[config.mk]
export PLATFORM = sky130hd
export DESIGN_NAME = aurora_nfc_tx
export DESIGN_NICKNAME = d
export VERILOG_FILES = /design/src/rtl/aurora_nfc_tx.sv
export SDC_FILE = /design/constraint.sdc
export NUM_CORES = 1
export LEC_CHECK = 0
export CORE_MARGIN = 3
export CORE_UTILIZATION = 57
export CTS_CLUSTER_DIAMETER = 60
export CTS_CLUSTER_SIZE = 16
export DETAILED_ROUTE_END_ITERATION = 16
export GPL_ROUTABILITY_DRIVEN = 0
export PLACE_DENSITY = 0.84
export SLEW_MARGIN = 20
export SYNTH_ARGS = -nofsm -noshare
export SYNTH_HDL_FRONTEND = slang
export SYNTH_SLANG_ARGS = --single-unit
export TNS_END_PERCENT = 30
[constraint.sdc]
create_clock -name clk_u -period 3.1 [get_ports clk_u]
set_clock_uncertainty 0.1 [all_clocks]
set_input_delay 0.62 -clock clk_u [delete_from_list [all_inputs] [get_ports clk_u]]
set_output_delay 0.62 -clock clk_u [all_outputs]
set_load 0.005 [all_outputs]
[src/rtl/aurora_nfc_tx.sv]
// ---------------------------------------------------------------------------
// aurora_nfc_tx
//
// Purpose:
//   Builds Aurora native-flow-control requests toward the link partner from
//   the local RX FIFO fill state. Sends XOFF when the RX FIFO nears full,
//   refreshes XOFF periodically while it stays full, and sends XON once the
//   FIFO has shown free space for a hysteresis period.
//
// Ports:
//   clk_u               in   user clock
//   rst                 in   synchronous, active-high reset
//   channel_up          in   Aurora channel up
//   fifo_rx_almost_full in   RX FIFO almost-full flag (clk_u domain)
//   nfc_tready          in   core accepts the NFC word
//   nfc_tvalid          out  NFC request valid
//   nfc_tdata[15:0]     out  bit 15 = XOFF(1)/XON(0), bits 14:0 zero
//   paused              out  high from XOFF handshake until XON handshake
//
// Optional build macro NFC_STATS_EN adds:
//   xoff_sent_count[31:0] out  XOFF handshakes (refreshes included)
//   xon_sent_count[31:0]  out  XON handshakes
//   paused_cycles[31:0]   out  cycles with paused high
// ---------------------------------------------------------------------------
module aurora_nfc_tx #(
  parameter int RESUME_DELAY     = 16,
  parameter int REFRESH_INTERVAL = 1024,
  parameter int CNT_W            = 16
) (
  input  logic        clk_u,
  input  logic        rst,
  input  logic        channel_up,
  input  logic        fifo_rx_almost_full,
  input  logic        nfc_tready,
  output logic        nfc_tvalid,
  output logic [15:0] nfc_tdata,
  output logic        paused
`ifdef NFC_STATS_EN
  ,
  output logic [31:0] xoff_sent_count,
  output logic [31:0] xon_sent_count,
  output logic [31:0] paused_cycles
`endif
);

  typedef enum logic [2:0] {
    S_IDLE        = 3'd0,
    S_SEND_XOFF   = 3'd1,
    S_PAUSED      = 3'd2,
    S_WAIT_RESUME = 3'd3,
    S_SEND_XON    = 3'd4
  } state_t;

  localparam logic [15:0]      LP_XOFF_WORD   = 16'h8000;
  localparam logic [15:0]      LP_XON_WORD    = 16'h0000;
  localparam logic [CNT_W-1:0] LP_RESUME      = CNT_W'(RESUME_DELAY);
  localparam bit               LP_REFRESH_EN  = (REFRESH_INTERVAL != 0);
  // Last PAUSED count before a refresh; guarded so a disabled refresh does
  // not produce a negative constant.
  localparam logic [CNT_W-1:0] LP_REFRESH_LAST =
    CNT_W'((REFRESH_INTERVAL == 0) ? 0 : (REFRESH_INTERVAL - 1));
  localparam logic [CNT_W-1:0] LP_CNT_ONE     = {{(CNT_W-1){1'b0}}, 1'b1};

  state_t           r_state;
  state_t           w_state_nxt;
  logic [CNT_W-1:0] r_cnt;
  logic [CNT_W-1:0] w_cnt_nxt;
  logic             r_paused;
  logic             w_paused_nxt;

  // Counter holds at all-ones instead of wrapping, so a very long stay in a
  // state can never alias back onto a small threshold.
  function automatic logic [CNT_W-1:0] sat_inc(input logic [CNT_W-1:0] v);
    return (&v) ? v : (v + LP_CNT_ONE);
  endfunction

  // State / counter / paused registers
  always_ff @(posedge clk_u) begin
    if (rst) begin
      r_state  <= S_IDLE;
      r_cnt    <= '0;
      r_paused <= 1'b0;
    end else begin
      r_state  <= w_state_nxt;
      r_cnt    <= w_cnt_nxt;
      r_paused <= w_paused_nxt;
    end
  end

  // Next-state logic. Loss of channel overrides everything, including a
  // handshake in the same cycle: the core discards NFC while down, so that
  // handshake is treated as never having happened.
  always_comb begin
    w_state_nxt  = r_state;
    w_cnt_nxt    = r_cnt;
    w_paused_nxt = r_paused;
    if (!channel_up) begin
      w_state_nxt  = S_IDLE;
      w_cnt_nxt    = '0;
      w_paused_nxt = 1'b0;
    end else begin
      case (r_state)
        S_IDLE: begin
          if (fifo_rx_almost_full) begin
            w_state_nxt = S_SEND_XOFF;
          end
        end
        S_SEND_XOFF: begin
          if (nfc_tready) begin
            w_state_nxt  = S_PAUSED;
            w_cnt_nxt    = '0;
            w_paused_nxt = 1'b1;
          end
        end
        S_PAUSED: begin
          if (!fifo_rx_almost_full) begin
            // This low cycle already counts toward the resume delay.
            w_state_nxt = S_WAIT_RESUME;
            w_cnt_nxt   = LP_CNT_ONE;
          end else begin
            w_cnt_nxt = sat_inc(r_cnt);
            if (LP_REFRESH_EN && (r_cnt == LP_REFRESH_LAST)) begin
              w_state_nxt = S_SEND_XOFF;
            end
          end
        end
        S_WAIT_RESUME: begin
          if (fifo_rx_almost_full) begin
            // Partner is still paused, so no new XOFF is needed here.
            w_state_nxt = S_PAUSED;
            w_cnt_nxt   = '0;
          end else if (r_cnt == LP_RESUME) begin
            w_state_nxt = S_SEND_XON;
          end else begin
            w_cnt_nxt = sat_inc(r_cnt);
          end
        end
        S_SEND_XON: begin
          // XON is never withdrawn once offered; a new almost-full only
          // matters at the handshake.
          if (nfc_tready) begin
            w_paused_nxt = 1'b0;
            w_cnt_nxt    = '0;
            w_state_nxt  = fifo_rx_almost_full ? S_SEND_XOFF : S_IDLE;
          end
        end
        default: begin
          w_state_nxt  = S_IDLE;
          w_cnt_nxt    = '0;
          w_paused_nxt = 1'b0;
        end
      endcase
    end
  end

  // Output decode: tvalid/tdata depend only on the registered state, so
  // they stay stable for the whole time a word waits for tready.
  always_comb begin
    nfc_tvalid = 1'b0;
    nfc_tdata  = LP_XON_WORD;
    case (r_state)
      S_SEND_XOFF: begin
        nfc_tvalid = 1'b1;
        nfc_tdata  = LP_XOFF_WORD;
      end
      S_SEND_XON: begin
        nfc_tvalid = 1'b1;
        nfc_tdata  = LP_XON_WORD;
      end
      default: begin
        nfc_tvalid = 1'b0;
        nfc_tdata  = LP_XON_WORD;
      end
    endcase
  end

  assign paused = r_paused;

`ifdef NFC_STATS_EN
  logic [31:0] r_xoff_cnt;
  logic [31:0] r_xon_cnt;
  logic [31:0] r_paused_cyc;
  logic        w_hs_xoff;
  logic        w_hs_xon;

  // A handshake only counts while the channel is up.
  assign w_hs_xoff = channel_up && nfc_tready && (r_state == S_SEND_XOFF);
  assign w_hs_xon  = channel_up && nfc_tready && (r_state == S_SEND_XON);

  // Statistics counters, free-running modulo 2^32
  always_ff @(posedge clk_u) begin
    if (rst) begin
      r_xoff_cnt   <= '0;
      r_xon_cnt    <= '0;
      r_paused_cyc <= '0;
    end else begin
      if (w_hs_xoff) r_xoff_cnt   <= r_xoff_cnt + 32'd1;
      if (w_hs_xon)  r_xon_cnt    <= r_xon_cnt + 32'd1;
      if (r_paused)  r_paused_cyc <= r_paused_cyc + 32'd1;
    end
  end

  assign xoff_sent_count = r_xoff_cnt;
  assign xon_sent_count  = r_xon_cnt;
  assign paused_cycles   = r_paused_cyc;
`else
  // Statistics not built: no extra ports or registers.
`endif

endmodule

# Word-level counts from Yosys, hierarchy flattened
# Index checks and enable logic that the tools add are counted.
# W data, S select, Z words.
[totals] ff_bits=20
[op_classes] addsub=1 eq_ne=13 n_mux=20 n_bitwise=3 reduce_logical=8
[op_table] cell="$mux W16" count=6
[op_table] cell="$pmux W16 S4" count=1
[op_table] cell="$mux W3" count=7
[op_table] cell="$add A16 B1 Y16 const B" count=1
[op_table] cell="$eq A16 B10 Y1 const B" count=1
[op_table] cell="$eq A16 B5 Y1 const B" count=1
[op_table] cell="$reduce_and A16 Y1" count=1
[op_table] cell="$pmux W3 S5" count=1
[op_table] cell="$ne A3 B3 Y1 const B" count=3
[op_table] cell="$eq A3 B2 Y1 const B" count=2
[op_table] cell="$ne A2 B2 Y1 const B" count=3
[op_table] cell="$reduce_and A3 Y1" count=2
[op_table] cell="$reduce_and A5 Y1" count=1
[op_table] cell="$mux W1" count=4
[op_table] cell="$reduce_or A2 Y1" count=2
[op_table] cell="$eq A3 B1 Y1 const B" count=1
[op_table] cell="$eq A3 B3 Y1 const B" count=1
[op_table] cell="$logic_not A3 Y1" count=1
[op_table] cell="$not A1 Y1" count=3
[op_table] cell="$pmux W1 S3" count=1
[op_table] cell="$reduce_or A3 Y1" count=1
[op_table] cell="$ne A2 B1 Y1 const B" count=1

# Logic depth before layout (Yosys ltp)
[logic_depth] word_depth=5 mapped_depth=8 mapped_depth_nobuf=7

# Least setup slack after synthesis
# OpenSTA, ideal clock, no wires.
[synth_path] path_kind="register -> register" from="register r_cnt[0]" to="register r_cnt[1]" setup_time_ps=128 arrival_time_ps=1764 t_required_ps=2872 slack_ps=1107 path_stages_with_launch=8 synth_period_minus_slack_ps=1993 cell_sequence="dfxtp_1 ha_1 nand4_2 or4_4 o211ai_2 buf_6 mux2i_1 nor2_1"
[synth_between] elab_chain_len=5 elab_cells_between_ends=10 cone_classes="1 x add/sub; 2 x eq/ne; 5 x mux; 2 x reduce/logical"
[synth_lines] item="from (decl)" line_no="66" text="logic [CNT_W-1:0] r_cnt;"
[synth_lines] item="from (signal assigned)" line_no="85" text="r_cnt <= w_cnt_nxt;"
[synth_lines] item="$add A16 B1 Y16 / $reduce_and A16 Y1 (equally long branches)" line_no="74" text="return (&v) ? v : (v + LP_CNT_ONE);"
[synth_lines] item="$mux W16" line_no="74"
[synth_lines] item="$mux W16" line_no="132" text="end else if (r_cnt == LP_RESUME) begin"
[synth_lines] item="$mux W16" line_no="128" text="if (fifo_rx_almost_full) begin"
[synth_lines] item="$pmux W16 S4" line_no="102" text="case (r_state)"
# Parallel ways exist; a longest one is shown, timed or not. The select of a mux whose other input is x is not followed.
# A chain may end at the register's enable or synchronous reset.

# Worst setup path in the final report
[layout_path] from="register r_state[0]" to="output port nfc_tdata[15]"
[layout_between] elab_chain_len=2
[layout_lines] item="from (decl)" line_no="64" text="state_t r_state;"
[layout_lines] item="from (signal assigned)" line_no="84" text="r_state <= w_state_nxt;"
[layout_lines] item="$eq A3 B1 Y1" line_no="161" text="case (r_state)"
[layout_lines] item="$mux W16" line_no="161"
[layout_lines] item="to (decl)" line_no="36" text="output logic [15:0] nfc_tdata,"
# No other way between the ends.

==> flow_summary.toml <==
[status]
outcome = "complete, no violations"

[synth]
ys.flop_type = "sky130_fd_sc_hd__dfxtp_1"
yosysSeqAreaShare = 0.2847
ys_warnings = 0
yosys.area.top_type = "sky130_fd_sc_hd__dfxtp_1"
synth.ff_latch_count = 20
synth_area_per_cell_um2 = 7.813
share_of_flip_flops_with_an_asynchronous_set_or_reset = 0
synth_largest_type_area_fraction = 0.2847
post-synth-top-count-cell = "sky130_fd_sc_hd__dfxtp_1"
synth_enable_flop_cells = 0
synth_cells = 180
synth_top_cells_by_area = "sky130_fd_sc_hd__dfxtp_1 28%, sky130_fd_sc_hd__buf_4 8.5%, sky130_fd_sc_hd__nor2_1 5.1%, sky130_fd_sc_hd__a21oi_1 5.0%, sky130_fd_sc_hd__o21ai_1 3.2%"
post_synth_num_cell_types = 53
synth.top_cells.by_count = "20 x sky130_fd_sc_hd__dfxtp_1, 19 x sky130_fd_sc_hd__nor2_1, 16 x sky130_fd_sc_hd__buf_4"
synthesis.area_mm2 = 0.001406

[worst_setup_path]
worst_setup_path_end_kind = "output pin"
crit_required_ns = 2.38
critical_path.startpoint_type = "register"
critPathKind = "register to output pin"
cp.arrival_ns = 1.83
crit_path_max_fanout = 13

[routing]
ant_nets = 0
detailroute.via_count = 1297
route.detailed.vias_per_inst = 6.236
drt-pass1-iter-count = 4
routed_wire_length_per_instance_um = 14.32
drt-initial-drc-count = 55
totalWireLength_um = 2979
route.detailed.drc = 0

[global_route]
grt_busiest_layer = "met2"
globalRouteMet2Util = 0.3378
grt_util_met1 = 0.2700
wire_length_of_the_first_global_routing_pass_um = 5361
gr-usage-met3 = 0.04872
grt_antenna_before_repair = 0
grt_start_max_net_pins = 23
grt_pass1_vias = 1169
groute.usage.overall = 0.2055
globalRoute.totalOverflow = 0

[floorplanning]
core.rowCount = 17
pin_count = 23
die_height_um = 55.67
starting_utilization_of_the_core_area = 0.6179
core_region_area_mm2 = 0.002276
die_w_um = 55.67
die_area_mm2 = 0.003099

[place]
pre_cts_ws_ns = 0.3753
dp.final_hpwl_um = 2183
io_buffers = 7

[cts]
clock_sink_count = 20
clk-insertion-delay-late_ns = 0.31
cts_hold_buffers = 0
cts_root_buf = "sky130_fd_sc_hd__clkbuf_4"
cts_repair_resize_count = 0
cts-buffers-inserted = 3
tritoncts_clock_tree = "yes"
cts.clk_slew.worst_paths_ns = 0.11
ctsLongestPathBuffers = 2
cts_setup_buffers = 0
h-tree-depth = 1

[sta]
totalNegativeSetupSlack_ns = 0
fmaxAchievable_ghz = 0.3928
finalMaxSlewViolations = 0
slew_of_the_pin_with_the_lowest_slew_margin_ns = 0.7856
grt_setup_unrepaired = "no"
report.final.setup_viol = 0
holdWs_ns = 0.4378
period_needed_ns = 2.546
slew-limit-headroom = 0.4747
finalHoldViolCount = 0
setup_slack_ns = 0.5544
timing.final.crit_share = 0.8212

[pwr]
power_per_cell_area_mw_per_mm2 = 331.2
total_power_consumption_of_the_routed_design_w = 0.0004704
power.ir.vdd_worst_mv = 0.2749
leakage_nw = 0.5019

[final_layout]
finalCoreUtilization = 0.6240
flow.area_growth_from_synthesis_pct = 0.9785
final_layout_size_suffix_gt1_frac = 0.08333
diodes = 0
nNetsFinal = 188

[flow_run]
cap_viol_max_count = 0

[min_path]
hold_path_class = "register to register"
## metrics by stage
step | area [µm²] | cells
after CTS | 1420 | 208
after global placement | 1384 | 204
final | 1420 | 208
after floorplan | 1459 | 194
after detailed placement | 1384 | 204
after global routing | 1420 | 208
## worst max-delay path: stages, from the launching register on
cell and delay (ns):
sky130_fd_sc_hd__dfxtp_1 0.60, sky130_fd_sc_hd__nor3b_1 0.34, sky130_fd_sc_hd__clkdlybuf4s50_1 0.58
## path summary, 6_finish.rpt
kind | to | slack, ns | cells past startpoint | start
worst max-delay path | nfc_tdata[15] | 0.55 | 2 | r_state[0]
worst min-delay path | r_cnt[7] | 0.44 | 2 | r_cnt[7]
worst max register to register | r_cnt[1] | 0.70 | 7 | r_cnt[0]
worst min register to register | r_cnt[7] | 0.44 | 2 | r_cnt[7]
## power breakdown
group	switching (W)	internal, W
clock	0.0000838	0.0000717
sequential	0.00000460	0.000259
combinational	0.0000310	0.0000207
## routing by layer
metal / part of all wire / wire length (µm) / vias up
met5: 0 / 0 / -
met1: 0.44 / 1296 / 587
met3: 0.076 / 225 / 10
met4: 0.023 / 68 / 0
li1: - / - / 635
met2: 0.47 / 1389 / 65
## cells by family (layout without fill, tap and decap cells)
group	count (synthesis)	after routing	synth area share
buffers and inverters	29	15	0.1388
multiplexers	1	1	0.007118
adder cells (fa/ha/maj)	3	3	0.02491
AND/OR/NAND/NOR	76	76	0.3061
other	1	15	0.002666
flip-flops	20	20	0.2847
XOR/XNOR	2	2	0.01246
AO/OA/AOI/OAI	48	48	0.2233
## cells in the final DEF (no fill, tap or decap), types with 3 or more instances in the layout
| cell type | synthesis | layout |
|---|---|---|
| sky130_fd_sc_hd__a211oi_1 | 3 | 3 |
| sky130_fd_sc_hd__a21oi_1 | 14 | 14 |
| sky130_fd_sc_hd__and3_1 | 3 | 3 |
| sky130_fd_sc_hd__clkbuf_4 | 0 | 3 |
| sky130_fd_sc_hd__clkdlybuf4s50_1 | 0 | 7 |
| sky130_fd_sc_hd__conb_1 | 1 | 15 |
| sky130_fd_sc_hd__dfxtp_1 | 20 | 20 |
| sky130_fd_sc_hd__inv_1 | 4 | 4 |
| sky130_fd_sc_hd__nand2_1 | 11 | 11 |
| sky130_fd_sc_hd__nand3_1 | 6 | 6 |
| sky130_fd_sc_hd__nand4_1 | 5 | 5 |
| sky130_fd_sc_hd__nand4_2 | 3 | 3 |
| sky130_fd_sc_hd__nor2_1 | 19 | 19 |
| sky130_fd_sc_hd__nor2b_1 | 3 | 3 |
| sky130_fd_sc_hd__nor4_1 | 4 | 4 |
| sky130_fd_sc_hd__o21ai_0 | 3 | 3 |
| sky130_fd_sc_hd__o21ai_1 | 9 | 9 |
| sky130_fd_sc_hd__o31ai_1 | 3 | 3 |
| sky130_fd_sc_hd__or3_1 | 7 | 7 |
## area by class of cell
class                           count  area (µm²)
Inverter                            4       15.01
Fill cell                         196       855.8
Clock buffer                        4       36.28
Tap cell                           28       35.03
Timing Repair Buffer                7       70.07
Multi-Input combinational cell    145       863.3
Sequential cell                    20       400.4
## sequential cells by signal (all words and copies together), names as in the netlist
| register | count |
|---|---|
| r_cnt | 16 |
| r_state | 3 |
| paused | 1 |
Power figures use the tool's default switching activity.
